$ cat config.mk
export PLATFORM = sky130hd
export DESIGN_NAME = mem_arbiter
export DESIGN_NICKNAME = d
export VERILOG_FILES = /design/src/rtl/mem_arbiter.sv
export SDC_FILE = /design/constraint.sdc
export NUM_CORES = 1
export LEC_CHECK = 0
export CAP_MARGIN = 20
export CORE_AREA = 2 2 106 108
export DETAILED_ROUTE_END_ITERATION = 10
export DIE_AREA = 0 0 108 110
export GPL_TIMING_DRIVEN = 0
export PLACE_DENSITY_LB_ADDON = 0.12
export SETUP_SLACK_MARGIN = 0.05
export SLEW_MARGIN = 30
export SYNTH_ARGS = -nofsm -noshare
export SYNTH_HDL_FRONTEND = slang
export SYNTH_SLANG_ARGS = --single-unit
$ cat constraint.sdc
create_clock -name clk -period 4.32 [get_ports clk]
set_clock_uncertainty 0.1 [all_clocks]
set_input_delay 0.432 -clock clk [delete_from_list [all_inputs] [get_ports clk]]
set_output_delay 0.432 -clock clk [all_outputs]
set_load 0.01 [all_outputs]
$ cat src/rtl/mem_arbiter.sv
// mem_arbiter: shares one memory request port between the instruction fetch
// unit (IFU) and the load/store unit (LSU). One transaction is outstanding at
// a time, sequenced by an IDLE -> ISSUE -> WAIT FSM.
// Optional feature: define ARB_ROUND_ROBIN_EN to alternate grants under
// contention; when undefined the LSU always wins contention.
module mem_arbiter (
  input  logic        clk,
  input  logic        rst,
  // fetch port
  input  logic        ifu_req_valid,
  input  logic [31:0] ifu_addr,
  output logic        ifu_req_ready,
  output logic        ifu_resp_valid,
  output logic [31:0] ifu_rdata,
  // load/store port
  input  logic        lsu_req_valid,
  input  logic [31:0] lsu_addr,
  input  logic        lsu_wen,
  input  logic [31:0] lsu_wdata,
  input  logic [2:0]  lsu_len,
  output logic        lsu_req_ready,
  output logic        lsu_resp_valid,
  output logic [31:0] lsu_rdata,
  // shared memory port
  output logic        mem_req_valid,
  input  logic        mem_req_ready,
  output logic [31:0] mem_addr,
  output logic        mem_wen,
  output logic [31:0] mem_wdata,
  output logic [2:0]  mem_len,
  input  logic        mem_resp_valid,
  input  logic [31:0] mem_rdata,
  output logic [1:0]  arb_owner
);

  typedef enum logic [1:0] {
    ST_IDLE  = 2'd0,
    ST_ISSUE = 2'd1,
    ST_WAIT  = 2'd2
  } state_e;

  typedef enum logic [1:0] {
    OWN_NONE = 2'b00,
    OWN_IFU  = 2'b01,
    OWN_LSU  = 2'b10
  } owner_e;

  state_e state, state_d;
  owner_e owner;
  logic   pick_lsu;
  logic   accept;
  logic   grant_ifu;
  logic   grant_lsu;
  logic   resp_fire;

`ifdef ARB_ROUND_ROBIN_EN
  // 1 = the most recent grant went to the LSU; reset means "last was IFU",
  // so the first contention after reset goes to the LSU.
  logic rr_last_lsu;

  // Winner selection: under contention favour whoever was not granted last.
  always_comb begin
    pick_lsu = lsu_req_valid && (!ifu_req_valid || !rr_last_lsu);
  end

  // Round-robin pointer follows every grant.
  always_ff @(posedge clk) begin
    if (rst) begin
      rr_last_lsu <= 1'b0;
    end else if (grant_lsu) begin
      rr_last_lsu <= 1'b1;
    end else if (grant_ifu) begin
      rr_last_lsu <= 1'b0;
    end
  end
`else
  // Winner selection: fixed priority, the LSU wins any contention.
  always_comb begin
    pick_lsu = lsu_req_valid;
  end
`endif

  // Grant decode; reset suppresses acceptance so no ready pulses while rst=1.
  always_comb begin
    accept    = !rst && (state == ST_IDLE) && (ifu_req_valid || lsu_req_valid);
    grant_lsu = accept && pick_lsu;
    grant_ifu = accept && !pick_lsu;
    resp_fire = !rst && (state == ST_WAIT) && mem_resp_valid;
  end

  // Next-state logic and all combinational outputs.
  always_comb begin
    // NOTE: every signal gets a default first so no path leaves it unassigned,
    // which would otherwise infer a latch.
    state_d        = state;
    ifu_req_ready  = grant_ifu;
    lsu_req_ready  = grant_lsu;
    mem_req_valid  = !rst && (state == ST_ISSUE);
    ifu_resp_valid = 1'b0;
    lsu_resp_valid = 1'b0;
    ifu_rdata      = 32'h0;
    lsu_rdata      = 32'h0;

    case (state)
      ST_IDLE: begin
        if (accept) state_d = ST_ISSUE;
      end
      ST_ISSUE: begin
        if (mem_req_ready) state_d = ST_WAIT;
      end
      ST_WAIT: begin
        if (mem_resp_valid) state_d = ST_IDLE;
      end
      default: state_d = ST_IDLE;
    endcase

    if (resp_fire) begin
      if (owner == OWN_IFU) begin
        ifu_resp_valid = 1'b1;
        ifu_rdata      = mem_rdata;
      end else if (owner == OWN_LSU) begin
        lsu_resp_valid = 1'b1;
        lsu_rdata      = mem_rdata;
      end
    end
  end

  // FSM state, owner and latched request fields.
  always_ff @(posedge clk) begin
    // NOTE: sequential state uses non-blocking assignments so every register
    // samples pre-edge values regardless of statement order.
    if (rst) begin
      state     <= ST_IDLE;
      owner     <= OWN_NONE;
      mem_addr  <= 32'h0;
      mem_wen   <= 1'b0;
      mem_wdata <= 32'h0;
      mem_len   <= 3'd0;
    end else begin
      state <= state_d;
      if (grant_ifu) begin
        owner     <= OWN_IFU;
        mem_addr  <= ifu_addr;
        mem_wen   <= 1'b0;
        mem_wdata <= 32'h0;
        mem_len   <= 3'd4;
      end else if (grant_lsu) begin
        owner     <= OWN_LSU;
        mem_addr  <= lsu_addr;
        mem_wen   <= lsu_wen;
        mem_wdata <= lsu_wdata;
        mem_len   <= lsu_len;
      end else if (resp_fire) begin
        owner <= OWN_NONE;
      end
    end
  end

  assign arb_owner = owner;

endmodule

==> run_results.csv, run 1 <==
group,metric,value,unit
cts,cts_tree,"yes",
sta,rsz0062_at_grt,"false",
sta,final-max-slew-violation-count,0,
cts,root_buffer,"clkbuf_8",
synth,synth_most_common_cell,"and2_1",
synth,synth_top_family_by_area,"simple AND/OR/NAND/NOR gates",
synth,synth-xor-area-share,0,%
grt,grt_max_degree,16,
sta,worstMarginPinSlew,0.720,ns
outcome,status,"complete, no violations",
synth,synth_top_area_cell,"dfxtp_1",
grt,grt_pass1_vias,3479,
grt,grt_usage,19.3,%
synth,yosysUniqueCellTypes,28,
floorplanning,die_h,110,um
floorplanning,die_area,11900,sq um
sta,fin_crit,3.62,ns
route,avgViaCountPerCell,4.56,
route,vias,3655,
cts,cts.path.max_buffers,2,
cts,cts_inserted_buffers,9,
synth,synth_fp_nets,508,
synth,ys.flop_type,"dfxtp_1",
placed_design,io_buffer_count,276,
synth,synthAdderAreaFrac,0,%
cts,cts.sinks,72,
critical_path,arrival,3.09,ns
critical_path,timing.rr.end,"mem_wdata[12]$_SDFFE_PP0P_",
critical_path,cp-startpoint,"rst",
cts,clk_pin_slew,0.08,ns
cts,h-tree-depth,3,
floorplanning,ioPinCount,277,
synth,synthTopCellsByCount,"89 x and2_1, 72 x dfxtp_1, 71 x nand2_1",
synth,synth_compound_area_share,18.0,%
critical_path,reg2reg_depth,5,
sta,fmax,0.276,GHz
synth,synthTopCellsByArea,"dfxtp_1 45%, and2_1 17%, nand2_1 8.4%, a221o_1 7.6%, a21oi_1 7.2%",
sta,tns,0,ns
critical_path,crit_end,"lsu_rdata[14]",
synth,ys_ff_latch,72,
sta,slew_headroom,51.9,%
cells_and_area,num_antenna_cells,0,
sta,report.final.hold_viol_count,0,
critical_path,path_class,"input port to primary output",
synth,synth_cells,370,
cells_and_area,syn2layout_area_growth,98.2,%
route,wirelength,12200,um
synth,yosys_warnings,0,
synth,syn_area,3180,sq um
cts,clock_latency,0.34,ns
route,route.detailed.drc,0,
synth,synthSimpleGateAreaFrac,28.8,%
job,max_cap_violations,0,
synth,synthMuxAreaShare,2.52,%
cells_and_area,register_area,1440,sq um
floorplanning,fp-row-count,38,
critical_path,required,3.79,ns
synth,async_flop_share,0,%
critical_path,path_max_fanout,10,
power,p_leak,0.00236,uW
cells_and_area,fin_nets,795,
cells_and_area,multiInputGateArea,1570,sq um
cts,post_cts_buffers,0,
placed_design,gp_congestion,0.743,
power,vdd_drop_max,147,uV
route,drt-wirelength-per-cell,15.2,um
power,total_power,1680,uW
synth,synth-edff-count,0,
critical_path,startpoint_type,"input port",
sta,setup_viol_count_final,0,
min_path,min_path_type,"register to register",
grt,overflow,0,
critical_path,r2r_start,"state[1]$_SDFFE_PP0P_",
cells_and_area,nFillCells,997,
synth,seq_area_frac_synth,45.3,%
sta,fin_crit_sh,83.9,%
cts,cts_hold_buffers,0,
route,postRouteAntennaNets,0,
floorplanning,die_x,108,um
floorplanning,coreArea,10700,sq um
grt,antenna_found_initial,0,
placed_design,dp_hpwl,9640,um
critical_path,reg2reg_slack,2.38,ns
critical_path,crit_path_end_kind,"primary output",
route,drt_pass1_iterations,4,
min_path,min_path_cells,2,
cts,cts.repair.resized,0,
cells_and_area,drive_gt1_share,5.14,%
synth,postSynthAreaPerCell,8.60,sq um
grt,grt_first_pass_wirelength,17900,um
power,power.density,266,nW/um^2
route,first_iter_violations,95,
floorplanning,start_util,29.7,%
synth,synth_top_area_share,45.3,%
==> power breakdown <==
| part | total (uW) | switching (uW) | internal (uW) |
|---|---|---|---|
| clock | 514 | 293 | 220 |
| sequential | 749 | 31.9 | 717 |
| combinational | 417 | 157 | 260 |
==> worst min path at each step <==
stage | from | to | slack, ns
after CTS | mem_wdata[21]$_SDFFE_PP0P_ | mem_wdata[21]$_SDFFE_PP0P_ | 0.36
after detailed placement | mem_wdata[21]$_SDFFE_PP0P_ | mem_wdata[21]$_SDFFE_PP0P_ | 0.35
after floorplan | mem_len[0]$_SDFFE_PP0P_ | mem_len[0]$_SDFFE_PP0P_ | 0.38
after global routing | mem_wdata[24]$_SDFFE_PP0P_ | mem_wdata[24]$_SDFFE_PP0P_ | 0.37
after global placement | mem_wdata[9]$_SDFFE_PP0P_ | mem_wdata[9]$_SDFFE_PP0P_ | 0.34
final | mem_wdata[13]$_SDFFE_PP0P_ | mem_wdata[13]$_SDFFE_PP0P_ | 0.36
==> final cells by class <==
class                           count  share of cell area (%)
Timing Repair Buffer              276                    43.8
Buffer                             30                    2.44
Multi-Input combinational cell    264                    24.9
Clock buffer                        9                    1.96
Clock inverter                      7                   0.992
Tap cell                          140                    2.78
Inverter                            4                   0.258
Sequential cell                    72                    22.9
==> kinds of logic after synthesis <==
group,Yosys count
simple gates,173
compound gates,83
flops,72
buf+inv,34
mux,8
==> worst max-delay path, cell delays in order <==
cell,delay (ns)
clkdlybuf4s50_1,0.53
nand4bb_1,0.34
nor3b_1,0.66
clkbuf_1,0.38
and2_1,0.18
clkdlybuf4s50_1,0.56
==> sequential cells by signal (all words and copies together), names as in the netlist <==
register	count
state	2
mem_wen	1
mem_wdata	32
mem_addr	32
arb_owner	2
mem_len	3
==> routing by layer <==
layer / vias up / track usage [%] / wire, um
met4: 0 / 6.23 / 187
li1: 1834 / - / -
met1: 1654 / 23.8 / 5180
met3: 16 / 5.06 / 937
met2: 151 / 32.9 / 5880
met5: - / 0 / 0
==> through the flow <==
step | hold WS (ns) | worst slack, ns | instance area (sq um) | cells | utilization, %
6_report | 0.357 | 0.695 | 6310 | 802 | 58.9
5_1_grt | 0.374 | 0.474 | 6310 | 802 | 58.9
4_1_cts | 0.358 | 0.641 | 6310 | 802 | 58.9
3_5_place_dp | 0.347 | 0.649 | 6120 | 786 | 57.2
3_3_place_gp | 0.343 | 0.710 | 6120 | 786 | 57.2
2_1_floorplan | 0.381 | 2.21 | 3180 | 370 | -
==> cells in the final DEF (no fill, tap or decap), types with 4 or more instances in the layout <==
cell,n
clkdlybuf4s50_1,276
and2_1,89
dfxtp_1,72
nand2_1,71
a21oi_1,46
a221o_1,24
clkbuf_1,16
buf_2,9
clkbuf_8,9
mux2i_1,8
a211oi_1,6
buf_6,4
No activity file was read; power rests on OpenSTA's default activity.
==> run 2: changes to the inputs <==
--- a/config.mk
+++ b/config.mk
@@ -6,9 +6,8 @@
 export NUM_CORES = 1
 export LEC_CHECK = 0
 export CAP_MARGIN = 20
-export CORE_AREA = 2 2 106 108
+export CORE_UTILIZATION = 29
 export DETAILED_ROUTE_END_ITERATION = 10
-export DIE_AREA = 0 0 108 110
 export GPL_TIMING_DRIVEN = 0
 export PLACE_DENSITY_LB_ADDON = 0.12
 export SETUP_SLACK_MARGIN = 0.05
==> constraint.sdc (replaced) <==
create_clock -name clk -period 2.95 [get_ports clk]
set_clock_uncertainty 0.1 [all_clocks]
set_input_delay 0.295 -clock clk [delete_from_list [all_inputs] [get_ports clk]]
set_output_delay 0.295 -clock clk [all_outputs]
set_load 0.01 [all_outputs]
==> run_results.csv, run 2 (synthesized netlist as in run 1, its figures left out) <==
group,metric,value,unit
power,total_power,2500,uW
power,power.density,391,nW/um^2
cells_and_area,drive_gt1_share,7.08,%
sta,worstMarginPinSlew,0.523,ns
critical_path,crit_top_cell,"buf_6",
critical_path,critPathBufInv,5,
cells_and_area,final_common_cell,"clkdlybuf4s50_1",
route,drt-wirelength-per-cell,14.7,um
cts,cts_inserted_buffers,9,
route,postRouteAntennaNets,0,
critical_path,reg2reg_slack,1.08,ns
cts,cts_hold_buffers,0,
placed_design,placed_area,6110,sq um
sta,slew_headroom,65.1,%
sta,fin_crit_sh,92.7,%
route,vias,3626,
floorplanning,die_area,11400,sq um
placed_design,dp_cells,782,
critical_path,critPathSlowestCell,"clkdlybuf4s50_1",
critical_path,arrival,2.34,ns
route,route.detailed.drc,0,
critical_path,timing.rr.end,"mem_addr[16]$_SDFFE_PP0P_",
route,first_iter_violations,172,
grt,grt_usage,19.8,%
cells_and_area,final_cell_mix,"275 x clkdlybuf4s50_1, 89 x and2_1, 71 x nand2_1",
critical_path,critPathMaxStageDelay,0.54,ns
cells_and_area,syn2layout_area_growth,101,%
route,drt_pass1_iterations,4,
sta,fin_ws,0.216,ns
floorplanning,start_util,30.4,%
placed_design,io_buffer_count,276,
placed_design,gp_congestion,0.764,
critical_path,path_class,"register to primary output",
cts,cts.path.max_buffers,2,
sta,report.final.hold_viol_count,0,
floorplanning,coreArea,10500,sq um
critical_path,crit_path_end_kind,"primary output",
cts,clock_latency,0.33,ns
power,pwr-share-clk,31.5,%
cells_and_area,finalInstanceArea,6390,sq um
power,netSwitchingPower,669,uW
placed_design,post-place-ws,-0.510,ns
route,avgViaCountPerCell,4.53,
grt,grt_pass1_vias,3552,
grt,overflow,0,
cells_and_area,num_antenna_cells,0,
sta,fmax,0.366,GHz
cts,cts_tree,"yes",
cells_and_area,post-route-util,61.1,%
grt,grt_max_degree,15,
power,comb_power_share,24.6,%
critical_path,critical_path.top_delay_family,"buffers and inverters",
power,pwr-share-seq,43.9,%
sta,setup_viol_count_final,0,
floorplanning,die_h,107,um
critical_path,cp-startpoint,"state[1]$_SDFFE_PP0P_",
power,p_int,1830,uW
route,wirelength,11800,um
grt,antenna_found_initial,0,
power,p_leak,0.00242,uW
critical_path,path_max_fanout,10,
cells_and_area,final_cells,800,
min_path,min_path_type,"register to register",
sta,rsz0062_at_grt,"false",
floorplanning,ioPinCount,277,
critical_path,path_cells,"or4b_1 -> buf_4 -> clkinv_2 -> buf_6 -> buf_6 -> clkdlybuf4s50_1",
grt,grt_first_pass_wirelength,17700,um
floorplanning,fp-row-count,37,
critical_path,startpoint_type,"register",
cts,clk_pin_slew,0.08,ns
cts,root_buffer,"clkbuf_8",
critical_path,cp.depth,6,
floorplanning,die_x,107,um
critical_path,crit_end,"lsu_req_ready",
placed_design,dp_hpwl,9480,um
power,vdd_drop_max,360,uV
cts,h-tree-depth,3,
critical_path,reg2reg_depth,4,
cts,cts.sinks,72,
job,max_cap_violations,0,
critical_path,required,2.56,ns
power,swShare,26.7,%
cells_and_area,fin_nets,797,
cells_and_area,reg_top3,"mem_addr: 32 flops, mem_wdata: 32 flops, mem_len: 3 flops",
critical_path,r2r_start,"state[1]$_SDFFE_PP0P_",
sta,fin_crit,2.73,ns
sta,final-max-slew-violation-count,0,
outcome,status,"complete, no violations",
## run 2: metal layers
metal / global-route usage (%) / part of all wire [%] / vias up
met3: 6.26 / 7.3 / 8
met5: 0 / 0 / -
met1: 23.2 / 41 / 1644
met4: 4.89 / 0.88 / 0
li1: - / - / 1830
met2: 34.9 / 50 / 144
## run 2: worst min-delay path by stage
stage                                          start                         end  slack [ns]  cells after the start
after floorplan                           lsu_len[0]     mem_len[0]$_SDFFE_PP0P_        0.33                      2
after global placement    mem_wdata[20]$_SDFFE_PP0P_  mem_wdata[20]$_SDFFE_PP0P_        0.34                      2
after detailed placement   mem_wdata[3]$_SDFFE_PP0P_   mem_wdata[3]$_SDFFE_PP0P_        0.35                      2
after CTS                  mem_wdata[3]$_SDFFE_PP0P_   mem_wdata[3]$_SDFFE_PP0P_        0.36                      2
after global routing       mem_wdata[8]$_SDFFE_PP0P_   mem_wdata[8]$_SDFFE_PP0P_        0.38                      2
final                      mem_wdata[3]$_SDFFE_PP0P_   mem_wdata[3]$_SDFFE_PP0P_        0.36                      2
## run 2: what timing repair did
action / in CTS / in global routing
endpoints found under the hold margin: 0 / 0
setup buffers: 2 / 0
pin swaps: 2 / 3
setup endpoints to repair: 67 / 60
gates resized for setup: 14 / 8
## run 2: area by class of cell
class	count	area, sq um
fill	940	4070
timing repair buffer	278	2780
multi-input combinational	264	1620
sequential	72	1440
tap	136	170
buffer	30	169
clock buffer	9	124
clock inverter	7	76.3
inverter	4	16.3
## run 2: metrics by stage
stage / hold WS [ns] / TNS [ns]
after floorplan: 0.331 / 0
after global placement: 0.343 / -21.32
after detailed placement: 0.346 / -24.67
after CTS: 0.358 / 0
after global routing: 0.375 / 0
final: 0.355 / 0
## run 2: power groups by stage
stage | sequential (uW) | combinational [uW] | clock [uW]
after floorplan | 1150 | 184 | 0
after global placement | 1120 | 606 | 0
after detailed placement | 1120 | 613 | 0
after CTS | 1100 | 621 | 820
after global routing | 1110 | 666 | 863
final | 1100 | 616 | 788
## run 2: tightest hold or removal path: stages, from the launching register on
cell	delay, ns
dfxtp_1	0.31
nand2_1	0.05
a21oi_1	0.05
==> run 3: changes to the inputs <==
==> constraint.sdc (replaced) <==
create_clock -name clk -period 2.3 [get_ports clk]
set_clock_uncertainty 0.1 [all_clocks]
set_input_delay 0.23 -clock clk [delete_from_list [all_inputs] [get_ports clk]]
set_output_delay 0.23 -clock clk [all_outputs]
set_load 0.01 [all_outputs]
==> run_results.csv, run 3 (synthesized netlist as in run 1, its figures left out) <==
group,metric,value,unit
critical_path,required,1.97,ns
cells_and_area,syn2layout_area_growth,99.6,%
placed_design,io_buffer_count,276,
sta,tns,0,ns
min_path,min_path_type,"input port to register",
cts,clk_pin_slew,0.09,ns
min_path,min_path_cells,3,
min_path,holdCritStartpoint,"lsu_wdata[23]",
critical_path,path_cells,"dlygate4sd2_1 -> clkbuf_1 -> nor3b_1 -> clkdlybuf4s50_1",
floorplanning,start_util,30.4,%
critical_path,critPathBufInv,3,
critical_path,startpoint_type,"input port",
route,route.detailed.drc,0,
floorplanning,die_h,107,um
cts,clock_latency,0.33,ns
placed_design,dp_hpwl,9480,um
route,wirelength,12100,um
power,vdd_drop_max,461,uV
sta,fin_crit,2.21,ns
cells_and_area,fin_nets,810,
critical_path,arrival,1.88,ns
critical_path,critical_path.top_delay_family,"buffers and inverters",
cells_and_area,num_antenna_cells,0,
job,max_cap_violations,0,
grt,grt_max_degree,20,
grt,grt_pass1_vias,3558,
cts,cts.path.max_buffers,2,
route,drt_pass1_iterations,4,
route,postRouteAntennaNets,0,
cells_and_area,post-route-util,60.7,%
placed_design,gp_congestion,0.764,
cts,h-tree-depth,3,
cts,cts_tree,"yes",
cells_and_area,nFillCells,965,
grt,antenna_found_initial,0,
power,p_leak,0.00262,uW
cells_and_area,drive_gt1_share,15.2,%
floorplanning,die_area,11400,sq um
grt,grt_usage,20.1,%
cells_and_area,final_common_cell,"clkdlybuf4s50_1",
sta,slew_headroom,65.3,%
critical_path,path_max_fanout,10,
grt,overflow,0,
floorplanning,fp-row-count,37,
route,vias,3657,
sta,setup_viol_count_final,0,
critical_path,path_class,"input port to primary output",
sta,report.final.hold_viol_count,0,
critical_path,critPathMaxStageDelay,0.66,ns
cells_and_area,reg_top3,"mem_addr: 32 flops, mem_wdata: 32 flops, mem_len: 3 flops",
sta,rsz0062_at_grt,"true",
critical_path,critPathSlowestCell,"clkdlybuf4s50_1",
grt,grt_first_pass_wirelength,17900,um
power,power.density,509,nW/um^2
cells_and_area,final_cell_mix,"207 x clkdlybuf4s50_1, 89 x and2_1, 71 x nand2_1",
cts,root_buffer,"clkbuf_8",
sta,fin_crit_sh,96.0,%
critical_path,reg2reg_depth,8,
critical_path,timing.rr.end,"mem_wdata[26]$_SDFFE_PP0P_",
route,drt-wirelength-per-cell,14.8,um
critical_path,reg2reg_slack,0.41,ns
sta,final-max-slew-violation-count,0,
route,first_iter_violations,184,
outcome,status,"complete, no violations",
critical_path,r2r_start,"state[1]$_SDFFE_PP0P_",
critical_path,crit_path_end_kind,"primary output",
cts,cts_inserted_buffers,9,
floorplanning,coreArea,10500,sq um
floorplanning,ioPinCount,277,
floorplanning,die_x,107,um
min_path,holdPathEnd,"mem_wdata[23]$_SDFFE_PP0P_",
cts,cts.sinks,72,
sta,worstMarginPinSlew,0.521,ns
sta,fmax,0.453,GHz
route,avgViaCountPerCell,4.50,
## run 3: changes by cell type in the layout (fill, tap and decap cells not counted), moves of 3 or more
cell and delta:
clkdlybuf4s50_1 -68, clkbuf_2 +40, clkdlybuf4s15_1 +15, buf_4 +11
dlygate4sd2_1 +11, clkbuf_8 +6, buf_2 -5, buf_6 +3
## run 3: what timing repair did
item	CTS	global route
pin swaps	3	1
gates cloned	1	0
gates resized for setup	110	100
endpoints found under the setup margin	69	60
hold buffers	0	0
buffers inserted	6	9
## run 3: cell type report
cell class / count / area (sq um) / area share, %
inverters: 4 / 16.3 / 0.256
repair buffers: 292 / 2670 / 42.0
clock buffers: 9 / 124 / 1.95
multi-input cells: 264 / 1620 / 25.4
plain buffers: 29 / 233 / 3.66
well taps: 136 / 170 / 2.68
clock inverters: 7 / 76.3 / 1.20
flip-flops and latches: 72 / 1450 / 22.8
## run 3: layer usage
layer  GRT usage (%)  vias up  share of wire, %
met5               0        -                 0
met4            4.89        0              0.96
met3            6.69        8               8.1
met2            35.4      142                50
met1            23.3     1647                41
li1                -     1860                 -
## run 3: stage by stage
stage | hold slack (ns) | worst slack, ns | cells | cell area (sq um) | total power [uW]
final | 0.332 | 0.0922 | 813 | 6350 | 3230
after global routing | 0.319 | -0.000433 | 813 | 6350 | 3400
after detailed placement | 0.346 | -1.03 | 782 | 6110 | 2220
after floorplan | 0.266 | 0.472 | 370 | 3180 | 1710
after global placement | 0.343 | -0.990 | 782 | 6110 | 2210
after CTS | 0.314 | 0.0520 | 804 | 6420 | 3260
## run 3: worst max-delay path by stage
stage,to,start,depth (start not counted)
3_3_place_gp,lsu_rdata[17],rst,6
4_1_cts,lsu_req_ready,state[1]$_SDFFE_PP0P_,5
3_5_place_dp,lsu_rdata[13],rst,6
6_report,mem_req_valid,rst,4
2_1_floorplan,lsu_rdata[22],state[1]$_SDFFE_PP0P_,4
5_1_grt,lsu_req_ready,state[1]$_SDFFE_PP0P_,5
## run 3: where the power goes
group,internal (uW),switching [uW]
sequential,1350,62.1
combinational,509,302
clock,510,504
total,2370,868
## run 3: worst reg2reg max path: stages, from the launching register on
cell and delay [ns]:
dfxtp_4 0.39, or4b_1 0.54, buf_6 0.16, clkinv_2 0.09, buf_12 0.14, buf_4 0.11
buf_6 0.12, nand2_1 0.06, a21oi_1 0.12
